File: src/rtl/uart_register_responder.sv
// Far-end UART packet responder: decodes host read/write requests, drives a 32-bit
// register bus and streams the response packet back through the transmitter handshake.
module uart_register_responder #(
  parameter int unsigned TIMEOUT      = 5_000_000,
  parameter int unsigned READ_TIMEOUT = 255
) (
  input  logic        ipClk,
  input  logic        ipReset,
  input  logic [7:0]  ipRxData,
  input  logic        ipRxValid,
  output logic [7:0]  opTxData,
  output logic        opTxSend,
  input  logic        ipTxBusy,
  output logic [7:0]  opAddress,
  output logic [31:0] opWrData,
  output logic        opWrEnable,
  output logic        opRdEnable,
  input  logic [31:0] ipRdData,
  input  logic        ipRdValid
);

  localparam int unsigned TimerWidth   = $clog2(TIMEOUT + 1);
  localparam int unsigned RdTimerWidth = $clog2(READ_TIMEOUT + 1);
  localparam logic [TimerWidth-1:0]   TimerLast   = TimerWidth'(TIMEOUT - 1);
  localparam logic [RdTimerWidth-1:0] RdTimerLast = RdTimerWidth'(READ_TIMEOUT - 1);

  localparam logic [7:0] SyncByte = 8'h55;
  localparam logic [7:0] OkByte   = 8'hAA;
  localparam logic [7:0] ErrByte  = 8'hEE;

  typedef enum logic [3:0] {
    StSync,
    StCmd,
    StAddr,
    StData,
    StRegWrite,
    StRegRead,
    StReadWait,
    StTxLoad,
    StTxWaitBusy,
    StTxDone
  } state_e;

  state_e                  stateQ, stateD;
  logic                    isWriteQ, isWriteD;
  logic [7:0]              addrQ, addrD;
  logic [31:0]             wrDataQ, wrDataD;
  logic [23:0]             shiftQ, shiftD;
  logic [1:0]              byteCntQ, byteCntD;
  logic [TimerWidth-1:0]   timerQ, timerD;
  logic [RdTimerWidth-1:0] rdTimerQ, rdTimerD;
  logic [5:0][7:0]         respQ, respD;
  logic [2:0]              respLastQ, respLastD;
  logic [2:0]              txIdxQ, txIdxD;
  logic                    inPacket;
  logic                    byteTimeout;

  assign inPacket    = (stateQ == StCmd) || (stateQ == StAddr) || (stateQ == StData);
  assign byteTimeout = !ipRxValid && (timerQ == TimerLast);

  assign opAddress = addrQ;
  assign opWrData  = wrDataQ;

  always_ff @(posedge ipClk or negedge ipReset) begin
    if (!ipReset) begin
      stateQ    <= StSync;
      isWriteQ  <= 1'b0;
      addrQ     <= '0;
      wrDataQ   <= '0;
      shiftQ    <= '0;
      byteCntQ  <= '0;
      timerQ    <= '0;
      rdTimerQ  <= '0;
      respQ     <= '0;
      respLastQ <= '0;
      txIdxQ    <= '0;
    end else begin
      stateQ    <= stateD;
      isWriteQ  <= isWriteD;
      addrQ     <= addrD;
      wrDataQ   <= wrDataD;
      shiftQ    <= shiftD;
      byteCntQ  <= byteCntD;
      timerQ    <= timerD;
      rdTimerQ  <= rdTimerD;
      respQ     <= respD;
      respLastQ <= respLastD;
      txIdxQ    <= txIdxD;
    end
  end

  always_comb begin
    stateD     = stateQ;
    isWriteD   = isWriteQ;
    addrD      = addrQ;
    wrDataD    = wrDataQ;
    shiftD     = shiftQ;
    byteCntD   = byteCntQ;
    timerD     = '0;
    rdTimerD   = '0;
    respD      = respQ;
    respLastD  = respLastQ;
    txIdxD     = txIdxQ;
    opWrEnable = 1'b0;
    opRdEnable = 1'b0;
    opTxSend   = 1'b0;
    opTxData   = 8'h00;

    // Idle-cycle counter only runs mid-packet; any received byte clears it.
    if (inPacket && !ipRxValid && (timerQ != TimerLast)) begin
      timerD = timerQ + 1'b1;
    end

    unique case (stateQ)
      StSync: begin
        if (ipRxValid && (ipRxData == SyncByte)) begin
          stateD = StCmd;
        end
      end
      StCmd: begin
        if (ipRxValid) begin
          if (ipRxData == 8'h00) begin
            isWriteD = 1'b0;
            stateD   = StAddr;
          end else if (ipRxData == 8'h01) begin
            isWriteD = 1'b1;
            stateD   = StAddr;
          end else begin
            stateD = StSync;
          end
        end else if (byteTimeout) begin
          stateD = StSync;
        end
      end
      StAddr: begin
        if (ipRxValid) begin
          addrD    = ipRxData;
          byteCntD = '0;
          stateD   = isWriteQ ? StData : StRegRead;
        end else if (byteTimeout) begin
          stateD = StSync;
        end
      end
      StData: begin
        // Partial data lives in shiftQ so an aborted packet never disturbs opWrData.
        if (ipRxValid) begin
          if (byteCntQ == 2'd3) begin
            wrDataD = {ipRxData, shiftQ};
            stateD  = StRegWrite;
          end else begin
            shiftD   = {ipRxData, shiftQ[23:8]};
            byteCntD = byteCntQ + 2'd1;
          end
        end else if (byteTimeout) begin
          stateD = StSync;
        end
      end
      StRegWrite: begin
        opWrEnable = 1'b1;
        respD[0]   = OkByte;
        respD[1]   = addrQ;
        respLastD  = 3'd1;
        txIdxD     = '0;
        stateD     = StTxLoad;
      end
      StRegRead: begin
        opRdEnable = 1'b1;
        stateD     = StReadWait;
      end
      StReadWait: begin
        if (ipRdValid) begin
          respD[0]  = OkByte;
          respD[1]  = addrQ;
          respD[2]  = ipRdData[7:0];
          respD[3]  = ipRdData[15:8];
          respD[4]  = ipRdData[23:16];
          respD[5]  = ipRdData[31:24];
          respLastD = 3'd5;
          txIdxD    = '0;
          stateD    = StTxLoad;
        end else if (rdTimerQ == RdTimerLast) begin
          respD[0]  = ErrByte;
          respD[1]  = addrQ;
          respLastD = 3'd1;
          txIdxD    = '0;
          stateD    = StTxLoad;
        end else begin
          rdTimerD = rdTimerQ + 1'b1;
        end
      end
      StTxLoad: begin
        opTxData = respQ[txIdxQ];
        if (!ipTxBusy) begin
          stateD = StTxWaitBusy;
        end
      end
      StTxWaitBusy: begin
        opTxData = respQ[txIdxQ];
        opTxSend = 1'b1;
        if (ipTxBusy) begin
          if (txIdxQ == respLastQ) begin
            stateD = StTxDone;
          end else begin
            txIdxD = txIdxQ + 3'd1;
            stateD = StTxLoad;
          end
        end
      end
      StTxDone: begin
        if (!ipTxBusy) begin
          stateD = StSync;
        end
      end
      default: stateD = StSync;
    endcase
  end

endmodule

File: config.mk
export PLATFORM = sky130hd
export DESIGN_NAME = uart_register_responder
export DESIGN_NICKNAME = d
export VERILOG_FILES = /design/src/rtl/uart_register_responder.sv
export SDC_FILE = /design/constraint.sdc
export NUM_CORES = 1
export LEC_CHECK = 0
export CORE_MARGIN = 3
export CORE_UTILIZATION = 30
export CTS_BUF_LIST = sky130_fd_sc_hd__clkbuf_8
export DETAILED_ROUTE_END_ITERATION = 7
export GPL_TIMING_DRIVEN = 1
export SLEW_MARGIN = 20
export SYNTH_ARGS = -nofsm -noshare
export SYNTH_HDL_FRONTEND = slang
export SYNTH_SLANG_ARGS = --single-unit
export TNS_END_PERCENT = 5
File: constraint.sdc
create_clock -name ipClk -period 5.4 [get_ports ipClk]
set_input_delay 1.08 -clock ipClk [delete_from_list [all_inputs] [get_ports ipClk]]
set_output_delay 1.08 -clock ipClk [all_outputs]
set_load 0.1 [all_outputs]
==> results of run 1 <==
area by class of cell:
type                    count  area share [%]
clock buffers              19            3.16
inverters                   7           0.318
multi-input cells         342            33.5
flip-flops and latches    148            44.8
well taps                 275            4.16
repair buffers             99            11.9
clock inverters            13            2.19
registers in the layout, indices dropped and copies added (netlist names):
signal / count
timerQ: 23
shiftQ: 24
respQ: 42
opWrData: 32
stateQ: 4
byteCntQ: 2
respLastQ: 1
txIdxQ: 3
rdTimerQ: 8
isWriteQ: 1
opAddress: 8
power breakdown:
part / internal, mW / total [mW] / leakage, nW / switching [mW]
Combinational: 0.712 / 2.02 / 1.30 / 1.30
Clock: 0.527 / 0.940 / 0.221 / 0.412
Sequential: 1.49 / 1.80 / 1.92 / 0.313
critical path, stage by stage (launching register included):
cell	delay, ns
dfrtp_1	1.00
mux4_2	0.60
o21ai_0	0.19
nor2_1	0.07
clkdlybuf4s50_1	1.00
worst min path at each step:
stage	start	endpoint	cells past startpoint
floorplan	timerQ[0]	timerQ[0]	1
global placement	timerQ[0]	timerQ[0]	1
detailed placement	timerQ[0]	timerQ[0]	1
CTS	timerQ[0]	timerQ[0]	1
global route	timerQ[0]	timerQ[0]	1
finish	timerQ[0]	timerQ[0]	1
cells in the final DEF (no fill, tap or decap), types with 4 or more instances in the layout:
| master | netlist | final |
|---|---|---|
| and3_1 | 5 | 5 |
| buf_4 | 10 | 4 |
| bufinv_16 | 0 | 4 |
| clkbuf_8 | 0 | 19 |
| clkdlybuf4s50_1 | 0 | 94 |
| dfrtp_1 | 148 | 148 |
| ha_1 | 5 | 5 |
| inv_1 | 7 | 9 |
| mux2_2 | 110 | 110 |
| mux2i_1 | 8 | 8 |
| mux4_2 | 6 | 6 |
| nand2_1 | 18 | 18 |
| nand2b_1 | 5 | 5 |
| nand3_1 | 20 | 20 |
| nand4_1 | 5 | 5 |
| nor2_1 | 53 | 52 |
| nor3_1 | 7 | 7 |
| nor3b_1 | 4 | 4 |
| nor4_1 | 4 | 4 |
| o21ai_0 | 16 | 16 |
| xnor2_1 | 16 | 16 |
| xor2_1 | 14 | 14 |
through the flow:
step	std cells	util, %	total power [mW]	hold WS [ns]
after floorplan	531	-	3.39	0.450
after global placement	871	36.4	3.82	0.471
after detailed placement	871	36.4	3.87	0.487
after CTS	903	38.5	4.82	0.498
after global routing	903	38.5	5.01	0.513
final	903	38.5	4.76	0.498
logic make-up after synthesis:
group	synth area share (%)
DFF	55.4
and+or+nand+nor	10.5
muxes	21.7
AOI/OAI and AO/OA	4.19
buffers and inverters	3.26
xor gates and xnor gates	3.93
adders and majority gates	0.936
layer usage:
| metal | track usage (%) | vias up | part of all wire (%) |
|---|---|---|---|
| li1 | - | 2039 | - |
| met5 | 0 | - | 0.19 |
| met4 | 4.09 | 4 | 1.5 |
| met1 | 15.5 | 2198 | 43 |
| met3 | 3.06 | 22 | 5.3 |
| met2 | 20.6 | 95 | 50 |
==> run summary, run 1 <==
Status: finished, final reports clean
Slew margin rel.: 30.2%
Clock Latency Late Sink: 0.44 ns
Synth cell types: 48
Setup TNS Final: 0 ns
Lkg Pwr: 3.44 nW
Maximum level of the CTS H-tree: 4
Max cap viols: 0
Ys flop type: dfrtp_1
Hpwl dp: 10.2 mm
Num CTS Buffers: 17
Final instance area: 8270 sq um
Worst-Margin Slew: 1.04 ns
Post-Route WL: 14.3 mm
Placed Area: 7830 sq um
Grt ovf: 0
Core area: 21500 sq um
Root Buffer: clkbuf_8
Starting Density: 31.1%
CTS Hold Bufs: 0
Share of the synthesized area in the top cell type: 55.4%
CTS tree: built
Critical path data required time: 4.32 ns
Setup slack, reg-to-reg: 2.84 ns
Via density: 4.83
Number of flops mapped to enable cells by yosys: 0
Post-synth ARST share: 100%
Fin nets: 665
Worst-case clock buffer depth: 2
Multi-input logic area: 2770 sq um
# DRC: 0
Setup violations, final: 0
Total GRT Usage: 12.3%
Synth cell count leaders: 148 x dfrtp_1, 110 x mux2_2, 53 x nor2_1, 20 x nand3_1, 18 x nand2_1
Max IR drop VDD: 0.000274 V
Worst setup margin: 1.02 ns
Die span in y: 155 um
Setup crit start kind: register
Port bufs: 95
End of the critical path: opTxData[6]
WL/cell: 15.8 um
Worst-path clk slew: 0.08 ns
GPL Wtd Cong: 0.786
Period Utilization, post-route: 81.1%
Fillers: 2070
Netlist Area Pre-Place: 6690 sq um
Largest cells by area after synthesis: dfrtp_1 55%, mux2_2 19%, nor2_1 3.0%
PwrDens: 575 nW/um^2
DR iter-0 viols: 281
Post-CTS Setup Inserts: 0
Minimum clock period: 4.38 ns
Global-route wire length before repair: 23.6 mm
Synth Instances: 531
Synthesis warning total: 0
Ports: 96
CTS Sinks: 148
Num rows: 53
Layout area overhead: 23.7%
RSZ-0062 raised after global routing: no
Initial antenna violation count: 2
Syn_area_per_cell: 12.6 sq um
Number of diodes: 0
R2R cell count: 5
Register bit total from synthesis: 148
F_max: 0.228 GHz
Crit. End Element: primary output
Via count: 4358
Clock skew: 0.0111 ns
Critical path origin: txIdxQ[0]
Drt first pass iters: 4
Critical-path maximum fanout: 20
Hold Path Class: register to register
Worst slack, placed: 1.44 ns
Final Hold Viols: 0
Die area: 24100 sq um
Most numerous cell in the Yosys netlist: dfrtp_1
Worst r2r src: stateQ[0]
Leading area contributor after synthesis: dfrtp_1
Vias in the first global route: 4552
Largest net degree at the start of global routing: 110
Layout cell share with drive strength beyond 1: 25.2%
Post_cts resized: 0
Max-slew violation count: 0
FF-to-FF End: stateQ[0]
Sequential share of the synthesized area: 55.4%
Worst Setup Path Type: register to primary output
DRT antenna net count: 0
Syn nets: 581
Die Wd: 155 um
Sequential Area: 3700 sq um
Critical path data arrival time: 3.30 ns
Note: power is estimated with default switching activity, not from simulation.
==> run 2: changes to the inputs <==
==> constraint.sdc (replaced) <==
create_clock -name ipClk -period 4.24 [get_ports ipClk]
set_input_delay 0.848 -clock ipClk [delete_from_list [all_inputs] [get_ports ipClk]]
set_output_delay 0.848 -clock ipClk [all_outputs]
set_load 0.1 [all_outputs]
==> run summary, run 2 (same netlist as run 1, synthesis figures left out) <==
GR Util met1: 15.9% (was 15.5%)
Vias in the first global route: 4545 (was 4552)
Combinational share of power: 43.3% (was 42.4%)
WHS: 0.493 ns (was 0.498 ns)
WL/cell: 15.8 um (about the same)
DRT antenna net count: 0 (unchanged)
Part of the power in registers: 38.1% (was 37.9%)
Number of diodes: 0 (unchanged)
Hold Path Class: register to register (unchanged)
CTS Hold Bufs: 0 (unchanged)
DR iter-0 viols: 256 (was 281)
Max cap viols: 0 (unchanged)
Int Pwr: 3.40 mW (was 2.73 mW)
Via count: 4332 (was 4358)
Most flop-heavy register: respQ (unchanged)
Worst-Margin Slew: 1.04 ns (about the same)
Status: finished, final reports clean (unchanged)
GRT busiest layer: met2 (unchanged)
GPL Wtd Cong: 0.780 (was 0.786)
Post-CTS Setup Inserts: 0 (unchanged)
Period Utilization, post-route: 81.4%
Maximum level of the CTS H-tree: 4 (unchanged)
Total GRT Usage: 12.2% (was 12.3%)
Die span in y: 155 um (unchanged)
Global-route wire length before repair: 23.7 mm (was 23.6 mm)
Setup violations, final: 0 (unchanged)
Clock Latency Late Sink: 0.44 ns (about the same)
Placed Area: 7820 sq um (was 7830 sq um)
PwrDens: 727 nW/um^2 (was 575 nW/um^2)
Post-Route WL: 14.3 mm (about the same)
Max IR drop VDD: 0.000355 V (was 0.000274 V)
Num CTS Buffers: 17 (unchanged)
Hpwl dp: 10.1 mm (was 10.2 mm)
# DRC: 0 (unchanged)
Final Hold Viols: 0 (unchanged)
Max reg flops: 42 (unchanged)
Die Wd: 155 um (unchanged)
Final instance area: 8220 sq um (was 8270 sq um)
Clock network fraction of total power: 18.5% (was 19.8%)
Ports: 96 (unchanged)
Dpl cells: 873 (was 871)
CTS tree: built (unchanged)
Setup TNS Final: 0 ns (unchanged)
Overall power: 5.98 mW (was 4.76 mW)
Post-Layout Cell Count: 905 (was 903)
Commonest cells after routing, fill and taps aside: 148 x dfrtp_1, 110 x mux2_2, 83 x clkdlybuf4s50_1 (was 148 x dfrtp_1, 110 x mux2_2, 94 x clkdlybuf4s50_1)
Drt first pass iters: 4 (unchanged)
Via density: 4.79 (was 4.83)
Layout area overhead: 22.9% (was 23.7%)
Worst-case clock buffer depth: 2 (unchanged)
Core area: 21500 sq um (unchanged)
Die area: 24100 sq um (unchanged)
Max-slew violation count: 0 (unchanged)
Worst Setup Path Type: register to primary output (unchanged)
F_max: 0.290 GHz
CTS Sinks: 148 (unchanged)
Root Buffer: clkbuf_8 (unchanged)
Lkg Pwr: 3.47 nW (was 3.44 nW)
Critical path data required time: 3.39 ns (was 4.32 ns)
Grt ovf: 0 (unchanged)
Starting Density: 31.1% (unchanged)
Minimum clock period: 3.45 ns
Setup crit start kind: register (unchanged)
RSZ-0062 raised after global routing: no (unchanged)
Clock skew: 0.0172 ns (was 0.0111 ns)
Crit. End Element: primary output (unchanged)
Fin nets: 667 (was 665)
Layout cell share with drive strength beyond 1: 26.8% (was 25.2%)
Net Sw Frac: 43.1% (was 42.7%)
Port bufs: 95 (unchanged)
Largest net degree at the start of global routing: 104 (was 110)
Critical-path maximum fanout: 19 (was 20)
Commonest non-fill, non-tap cell in the layout: dfrtp_1 (unchanged)
Worst-path clk slew: 0.08 ns (about the same)
Slew margin rel.: 30.1% (was 30.2%)
Sw Pwr: 2.57 mW (was 2.03 mW)
Met3 GRT Util: 2.53% (was 3.06%)
Initial antenna violation count: 0 (was 2)
Num rows: 53 (unchanged)
Critical path data arrival time: 2.60 ns (was 3.30 ns)
M2 GR Usage: 20.2% (was 20.6%)
Post_cts resized: 0 (unchanged)
[run 2: power by group through the flow]
stage | Combinational [mW] | Clock (mW) | Sequential, mW
after floorplan | 1.50 | 0 | 2.82
after global placement | 2.57 | 0 | 2.29
after detailed placement | 2.61 | 0 | 2.32
after CTS | 2.61 | 1.15 | 2.29
after global routing | 2.73 | 1.21 | 2.36
final | 2.59 | 1.11 | 2.28
[run 2: worst paths after layout]
kind | from | to | slack (ns) | cells past startpoint
min reg2reg | timerQ[0] | timerQ[0] | 0.49 | 1
max | stateQ[1] | opTxData[1] | 0.79 | 6
min | timerQ[0] | timerQ[0] | 0.49 | 1
min in group asynchronous | ipReset | opWrData[21] | 0.51 | 1
max in group asynchronous | ipReset | respQ[45] | 2.83 | 2
max reg2reg | stateQ[0] | stateQ[0] | 1.68 | 5
[run 2: layout make-up]
type | count | area [sq um]
flip-flops and latches | 148 | 3700
fillers | 2067 | 13300
well taps | 275 | 344
inverters | 7 | 26.3
clock inverters | 13 | 141
multi-input cells | 342 | 2770
repair buffers | 101 | 970
clock buffers | 19 | 262
[run 2: critical path: stages (launching register included)]
cell and delay (ns):
dfrtp_1 0.72, nor3_1 0.15, nand2_1 0.13, inv_1 0.09
a31oi_1 0.63, nor2_1 0.16, buf_4 0.28
[run 2: metal layers]
layer  vias to the layer above  share of wire (%)  wire length [um]
li1                       2038                  -                 -
met1                      2196                 44              6380
met2                        86                 50              7160
met3                        12                4.1               585
met4                         0                1.6               225
met5                         -                  0                 0
[run 2: stage by stage]
stage	setup slack [ns]	utilization, %
after global placement	1.07	36.4
after global routing	0.526	38.3
after floorplan	0.246	-
final	0.790	38.3
after CTS	0.749	38.3
after detailed placement	1.01	36.4
